$ cat config.mk
export PLATFORM = sky130hd
export DESIGN_NAME = ex_muldiv_sequencer
export DESIGN_NICKNAME = d
export VERILOG_FILES = /design/src/rtl/ex_muldiv_sequencer.sv
export SDC_FILE = /design/constraint.sdc
export NUM_CORES = 1
export LEC_CHECK = 0
export CAP_MARGIN = 20
export CELL_PAD_IN_SITES_DETAIL_PLACEMENT = 1
export CELL_PAD_IN_SITES_GLOBAL_PLACEMENT = 1
export CORE_MARGIN = 5
export CORE_UTILIZATION = 39
export CTS_CLUSTER_SIZE = 24
export DETAILED_ROUTE_END_ITERATION = 10
export GPL_TIMING_DRIVEN = 0
export PLACE_DENSITY_LB_ADDON = 0.1
export REMOVE_ABC_BUFFERS = 1
export SYNTH_ARGS = -nofsm -noshare
export SYNTH_HDL_FRONTEND = slang
export SYNTH_SLANG_ARGS = --single-unit
$ cat constraint.sdc
create_clock -name clk -period 3.2 [get_ports clk]
set_input_delay 0.64 -clock clk [delete_from_list [all_inputs] [get_ports clk]]
set_output_delay 0.64 -clock clk [all_outputs]
set_load 0.01 [all_outputs]
$ cat src/rtl/ex_muldiv_sequencer.sv
// ex_muldiv_sequencer: iterative unsigned shift-add multiply and
// restoring divide for the EX stage; stalls the pipe until done.
module ex_muldiv_sequencer #(
   parameter int WIDTH = 32
) (
   input  logic             clk,
   input  logic             reset,
   input  logic             start,
   input  logic             op,
   input  logic             flush,
   input  logic [WIDTH-1:0] data_a,
   input  logic [WIDTH-1:0] data_b,
   output logic [WIDTH-1:0] result,
   output logic [WIDTH-1:0] remainder,
   output logic [2:0]       flag,
   output logic             busy,
   output logic             done,
   output logic             stall
);

   typedef enum logic [1:0] {
      S_IDLE,
      S_MUL,
      S_DIV,
      S_DONE
   } state_e;

   localparam logic [2:0] FLAG_NONE = 3'b000;
   localparam logic [2:0] FLAG_EXC  = 3'b010;
   localparam logic [2:0] FLAG_OVF  = 3'b011;

   state_e             state_q;
   logic [5:0]         cnt_q;
   logic [2*WIDTH-1:0] acc_q;
   logic [WIDTH-1:0]   opnd_q;
   logic [WIDTH-1:0]   result_q;
   logic [WIDTH-1:0]   rem_q;
   logic [2:0]         flag_q;

   logic [WIDTH-1:0]   hi;
   logic [WIDTH-1:0]   lo;
   logic [WIDTH:0]     mul_sum;
   logic [2*WIDTH-1:0] mul_d;
   logic [WIDTH:0]     div_sh;
   logic [WIDTH:0]     div_diff;
   logic               div_ok;
   logic [2*WIDTH-1:0] div_d;
   logic               idle_or_done;
   logic               unused_bits;

   assign hi = acc_q[2*WIDTH-1:WIDTH];
   assign lo = acc_q[WIDTH-1:0];

   // one shift-add step: conditional add into the upper half, then
   // shift the whole {carry, hi, lo} chain right by one
   assign mul_sum = {1'b0, hi} + (lo[0] ? {1'b0, opnd_q} : '0);
   assign mul_d   = {mul_sum, lo[WIDTH-1:1]};

   // one restoring step: shift {rem, quo} left, trial-subtract divisor
   assign div_sh   = {hi, lo[WIDTH-1]};
   assign div_ok   = div_sh >= {1'b0, opnd_q};
   assign div_diff = div_sh - {1'b0, opnd_q};
   assign div_d    = div_ok ?
                     {div_diff[WIDTH-1:0], lo[WIDTH-2:0], 1'b1} :
                     {div_sh[WIDTH-1:0], lo[WIDTH-2:0], 1'b0};

   assign unused_bits = ^{div_diff[WIDTH], div_sh[WIDTH]};

   assign idle_or_done = (state_q == S_IDLE) || (state_q == S_DONE);

   assign busy      = (state_q == S_MUL) || (state_q == S_DIV);
   assign done      = (state_q == S_DONE);
   assign result    = result_q;
   assign remainder = rem_q;
   assign flag      = flag_q;
   assign stall     = ~reset &
                      ((start & idle_or_done & ~flush) | busy);

   // sequencer FSM with datapath and registered results
   always_ff @(posedge clk) begin
      if (reset) begin
         state_q  <= S_IDLE;
         cnt_q    <= '0;
         acc_q    <= '0;
         opnd_q   <= '0;
         result_q <= '0;
         rem_q    <= '0;
         flag_q   <= FLAG_NONE;
      end else if (flush) begin
         state_q <= S_IDLE;
         cnt_q   <= '0;
      end else begin
         case (state_q)
            S_IDLE, S_DONE: begin
               if (!start) begin
                  state_q <= S_IDLE;
               end else if (op && (data_b == '0)) begin
                  state_q  <= S_DONE;
                  cnt_q    <= '0;
                  result_q <= '1;
                  rem_q    <= data_a;
                  flag_q   <= FLAG_EXC;
               end else begin
                  cnt_q   <= 6'(WIDTH);
                  opnd_q  <= op ? data_b : data_a;
                  acc_q   <= {{WIDTH{1'b0}}, (op ? data_a : data_b)};
                  state_q <= op ? S_DIV : S_MUL;
               end
            end
            S_MUL: begin
               acc_q <= mul_d;
               cnt_q <= cnt_q - 6'd1;
               if (cnt_q == 6'd1) begin
                  state_q  <= S_DONE;
                  result_q <= mul_d[WIDTH-1:0];
                  rem_q    <= mul_d[2*WIDTH-1:WIDTH];
                  flag_q   <= (mul_d[2*WIDTH-1:WIDTH] != '0) ?
                              FLAG_OVF : FLAG_NONE;
               end
            end
            S_DIV: begin
               acc_q <= div_d;
               cnt_q <= cnt_q - 6'd1;
               if (cnt_q == 6'd1) begin
                  state_q  <= S_DONE;
                  result_q <= div_d[WIDTH-1:0];
                  rem_q    <= div_d[2*WIDTH-1:WIDTH];
                  flag_q   <= FLAG_NONE;
               end
            end
            default: state_q <= S_IDLE;
         endcase
      end
   end

endmodule

==> impl_metrics.toml <==
[outcome]
status = "complete, but fails checks"
violations = "negative setup slack"

[power_and_ir_drop]
powerDensity_mw_per_mm2 = 375.1
p_leak_nw = 6.312
power_frac_clock_pct = 35.4
switching_power_mw = 1.928
seq_power_share_pct = 38.6
internal_power_mw = 4.170
ir_drop_mv = 0.3234
switching_share_pct = 31.62
power_frac_comb_pct = 26.0

[clocking]
cts_tree = "done"
cts_max_level = 4
worst_skew_pair.late_latency_ns = 0.44
cts.sinks = 170
cts-root-buf = "clkbuf_16"
numCtsBuffers = 17
cts_buffer_depth = 2
ctsHoldBuffers = 0
clk_pin_slew_ns = 0.07

[run]
drv_cap = 0

[synth]
synth_edf_count = 0
synthArstFlopShare_pct = 0
synth.avg_cell_area_sq_um = 7.985
syn_area_sq_mm = 0.01214
yosys_most_used_dff = "dfxtp_1"
ys_warn_count = 0
synth_seq_cells = 170
yosysTopAreaCellShare_pct = 28.04
seq_area_frac_synth_pct = 28.04
netlist_top_cells_area = "dfxtp_1 (28%), ha_1 (7.1%), a211oi_1 (7.1%)"
synthTopCellsByCount = "nor2_1 (186), dfxtp_1 (170), a211oi_1 (114), a21oi_1 (98), nand2_1 (92)"
yosys.area.top_type = "dfxtp_1"
synth.distinct_cells = 92
synth_most_common_cell = "nor2_1"
synth_cells = 1520

[worst_setup_path]
reg2reg_to = "flag[1]$_SDFFE_PP0P_"
endpoint_kind = "flip-flop"
reg2reg_slack_ns = -0.69
crit_path_end = "flag[1]$_SDFFE_PP0P_"
required_ns = 3.51
crit_fanout = 5
reg2reg_depth = 15
worstPathArrival_ns = 4.20
worstReg2RegStart = "acc_q[0]$_SDFFE_PP0P_"
critPathLaunchType = "flip-flop"
critical_path_class = "flip-flop to flip-flop"
startpoint = "acc_q[0]$_SDFFE_PP0P_"

[sta]
tns_ns = -3.338
hold_ws_ns = 0.4550
worstMarginPinSlew_ns = 1.185
finalMaxSlewViolations = 0
timing.fmax_mhz = 257.2
min_period_over_period_pct = 121.5
final.setup.worst_slack_ns = -0.6880
rsz0062_at_grt = "yes"
skew_ns = 0.01210
relSlewSlack_pct = 20.68
hold_viol_final = 0
setup_viol = 21
finalCriticalPeriod_ns = 3.888

[drt]
wl_met1_um = 23520
drt_first_pass_iters = 5
drt-total-wl_um = 50890
via_per_inst = 6.126
num_vias = 12630
drt_iter0_markers = 702
ant_nets = 0
route.detailed.drc = 0
routedWlPerCell_um = 24.68
wl_met3_um = 2856
wl_met2_um = 23260
top_layer = "met5"

[finish]
nNetsFinal = 1793
area_growth_pct = 33.96
drive_gt1_share_pct = 20.41
antennaDiodeCount = 0
finish.utilization_pct = 53.01
final_area_sq_mm = 0.01626
stdcell_count = 2062

[min_path]
worstHoldPathType = "flip-flop to flip-flop"

[place]
globalplace.congestion = 0.9278
io_buffers = 137
dpl_cell_area_sq_mm = 0.01378
dp_hpwl_um = 34740
dp.cells = 1957

[die]
die_h_um = 186.4
core_sq_mm = 0.03067
ioPinCount = 139
die_x_um = 186.4
row_count = 64
initial_core_util_pct = 39.57
die-area_sq_mm = 0.03475

[global_routing]
grt_pass1_vias = 12220
grt_usage_pct = 26.34
antenna_found_initial = 1
grt_pass1_wl_um = 73240
grt-ovfl-total = 0
grt_start_max_net_pins = 104
==> layout by cell type, fill, tap and decap left out, types with 26 or more instances in the layout <==
master             n
clkdlybuf4s50_1  105
a21oi_1           87
and2_1            30
inv_1             62
xnor2_1           26
buf_4             59
o21ai_0           60
nor3_1            33
dlygate4sd2_1     27
dfxtp_1          150
a21o_1            26
ha_1              33
a221oi_1          32
mux2i_1           83
nor2_1           182
nand2_1           88
a211oi_1         109
==> cells by family after synthesis <==
family	count (synthesis)	synth area share, %
compound gates	507	29.06
flops	170	28.04
fa+ha+maj	71	7.443
xor+xnor	48	3.464
buf+inv	174	6.278
simple gates	455	17.81
other cells	1	0.03090
mux	94	7.866
==> what timing repair did <==
item / 4_1_cts / 5_1_grt
endpoints found under the setup margin: 131 / 98
resized for setup: 129 / 156
pin swaps: 38 / 48
cloned: 4 / 3
buffers inserted: 22 / 44
==> area by class of cell <==
class                   count  area (sq um)
clock inverters            12         148.9
repair buffers            218          2285
multi-input cells        1179          9174
inverters                  67         265.3
fillers                  3524         14410
clock buffers              20         446.7
well taps                 396         495.5
flip-flops and latches    170          3443
==> worst min path at each step <==
stage	from	endpoint	slack, ns	cells after the start
2_1_floorplan	cnt_q[3]$_SDFFE_PP0N_	cnt_q[3]$_SDFFE_PP0N_	0.43	2
3_3_place_gp	cnt_q[3]$_SDFFE_PP0N_	cnt_q[3]$_SDFFE_PP0N_	0.44	2
3_5_place_dp	cnt_q[3]$_SDFFE_PP0N_	cnt_q[3]$_SDFFE_PP0N_	0.44	2
4_1_cts	cnt_q[3]$_SDFFE_PP0N_	cnt_q[3]$_SDFFE_PP0N_	0.45	2
5_1_grt	flag[0]$_SDFFE_PP0P_	flag[0]$_SDFFE_PP0P_	0.48	2
6_report	cnt_q[3]$_SDFFE_PP0N_	cnt_q[3]$_SDFFE_PP0N_	0.46	2
==> per-layer routing <==
layer  vias to the layer above  global-route usage, %
met5                         -                      0
met4                         2                  5.844
met3                        68                  4.559
met2                       377                  41.79
met1                      6284                  37.56
li1                       5901                      -
==> stage by stage <==
| step | setup WS, ns | power [mW] |
|---|---|---|
| finish | -0.6880 | 6.098 |
| global route | -0.8535 | 6.330 |
| CTS | -0.7618 | 5.968 |
| detailed placement | -1.733 | 3.701 |
| global placement | -5.723 | 3.670 |
| floorplan | -2.120 | 3.105 |
==> critical path, stage by stage, from the launching register on <==
cell and delay, ns:
dfxtp_4 0.37, buf_12 0.14, and2_4 0.15, ha_4 0.16
fa_2 0.38, a211o_1 0.33, a21boi_2 0.21, or3_4 0.17
and3_4 0.20, nor3_4 0.04, or3_1 0.33, a222oi_1 0.36
nor4b_4 0.31, nand4b_1 0.25, o31ai_1 0.28, a21oi_1 0.09
==> power by group through the flow <==
stage                     sequential (mW)  combinational [mW]  clock, mW
after floorplan                      2.38               0.730          0
after global routing                 2.36                1.70       2.27
after CTS                            2.35                1.44       2.18
after detailed placement             2.40                1.30          0
after global placement               2.40                1.27          0
final                                2.35                1.59       2.16
==> state kept, by name, indices dropped and copies added, names as in the netlist <==
signal / cells
acc_q: 64
cnt_q: 6
flag: 2
opnd_q: 32
remainder: 32
result: 32
state_q: 2
Power figures use the tool's default switching activity.
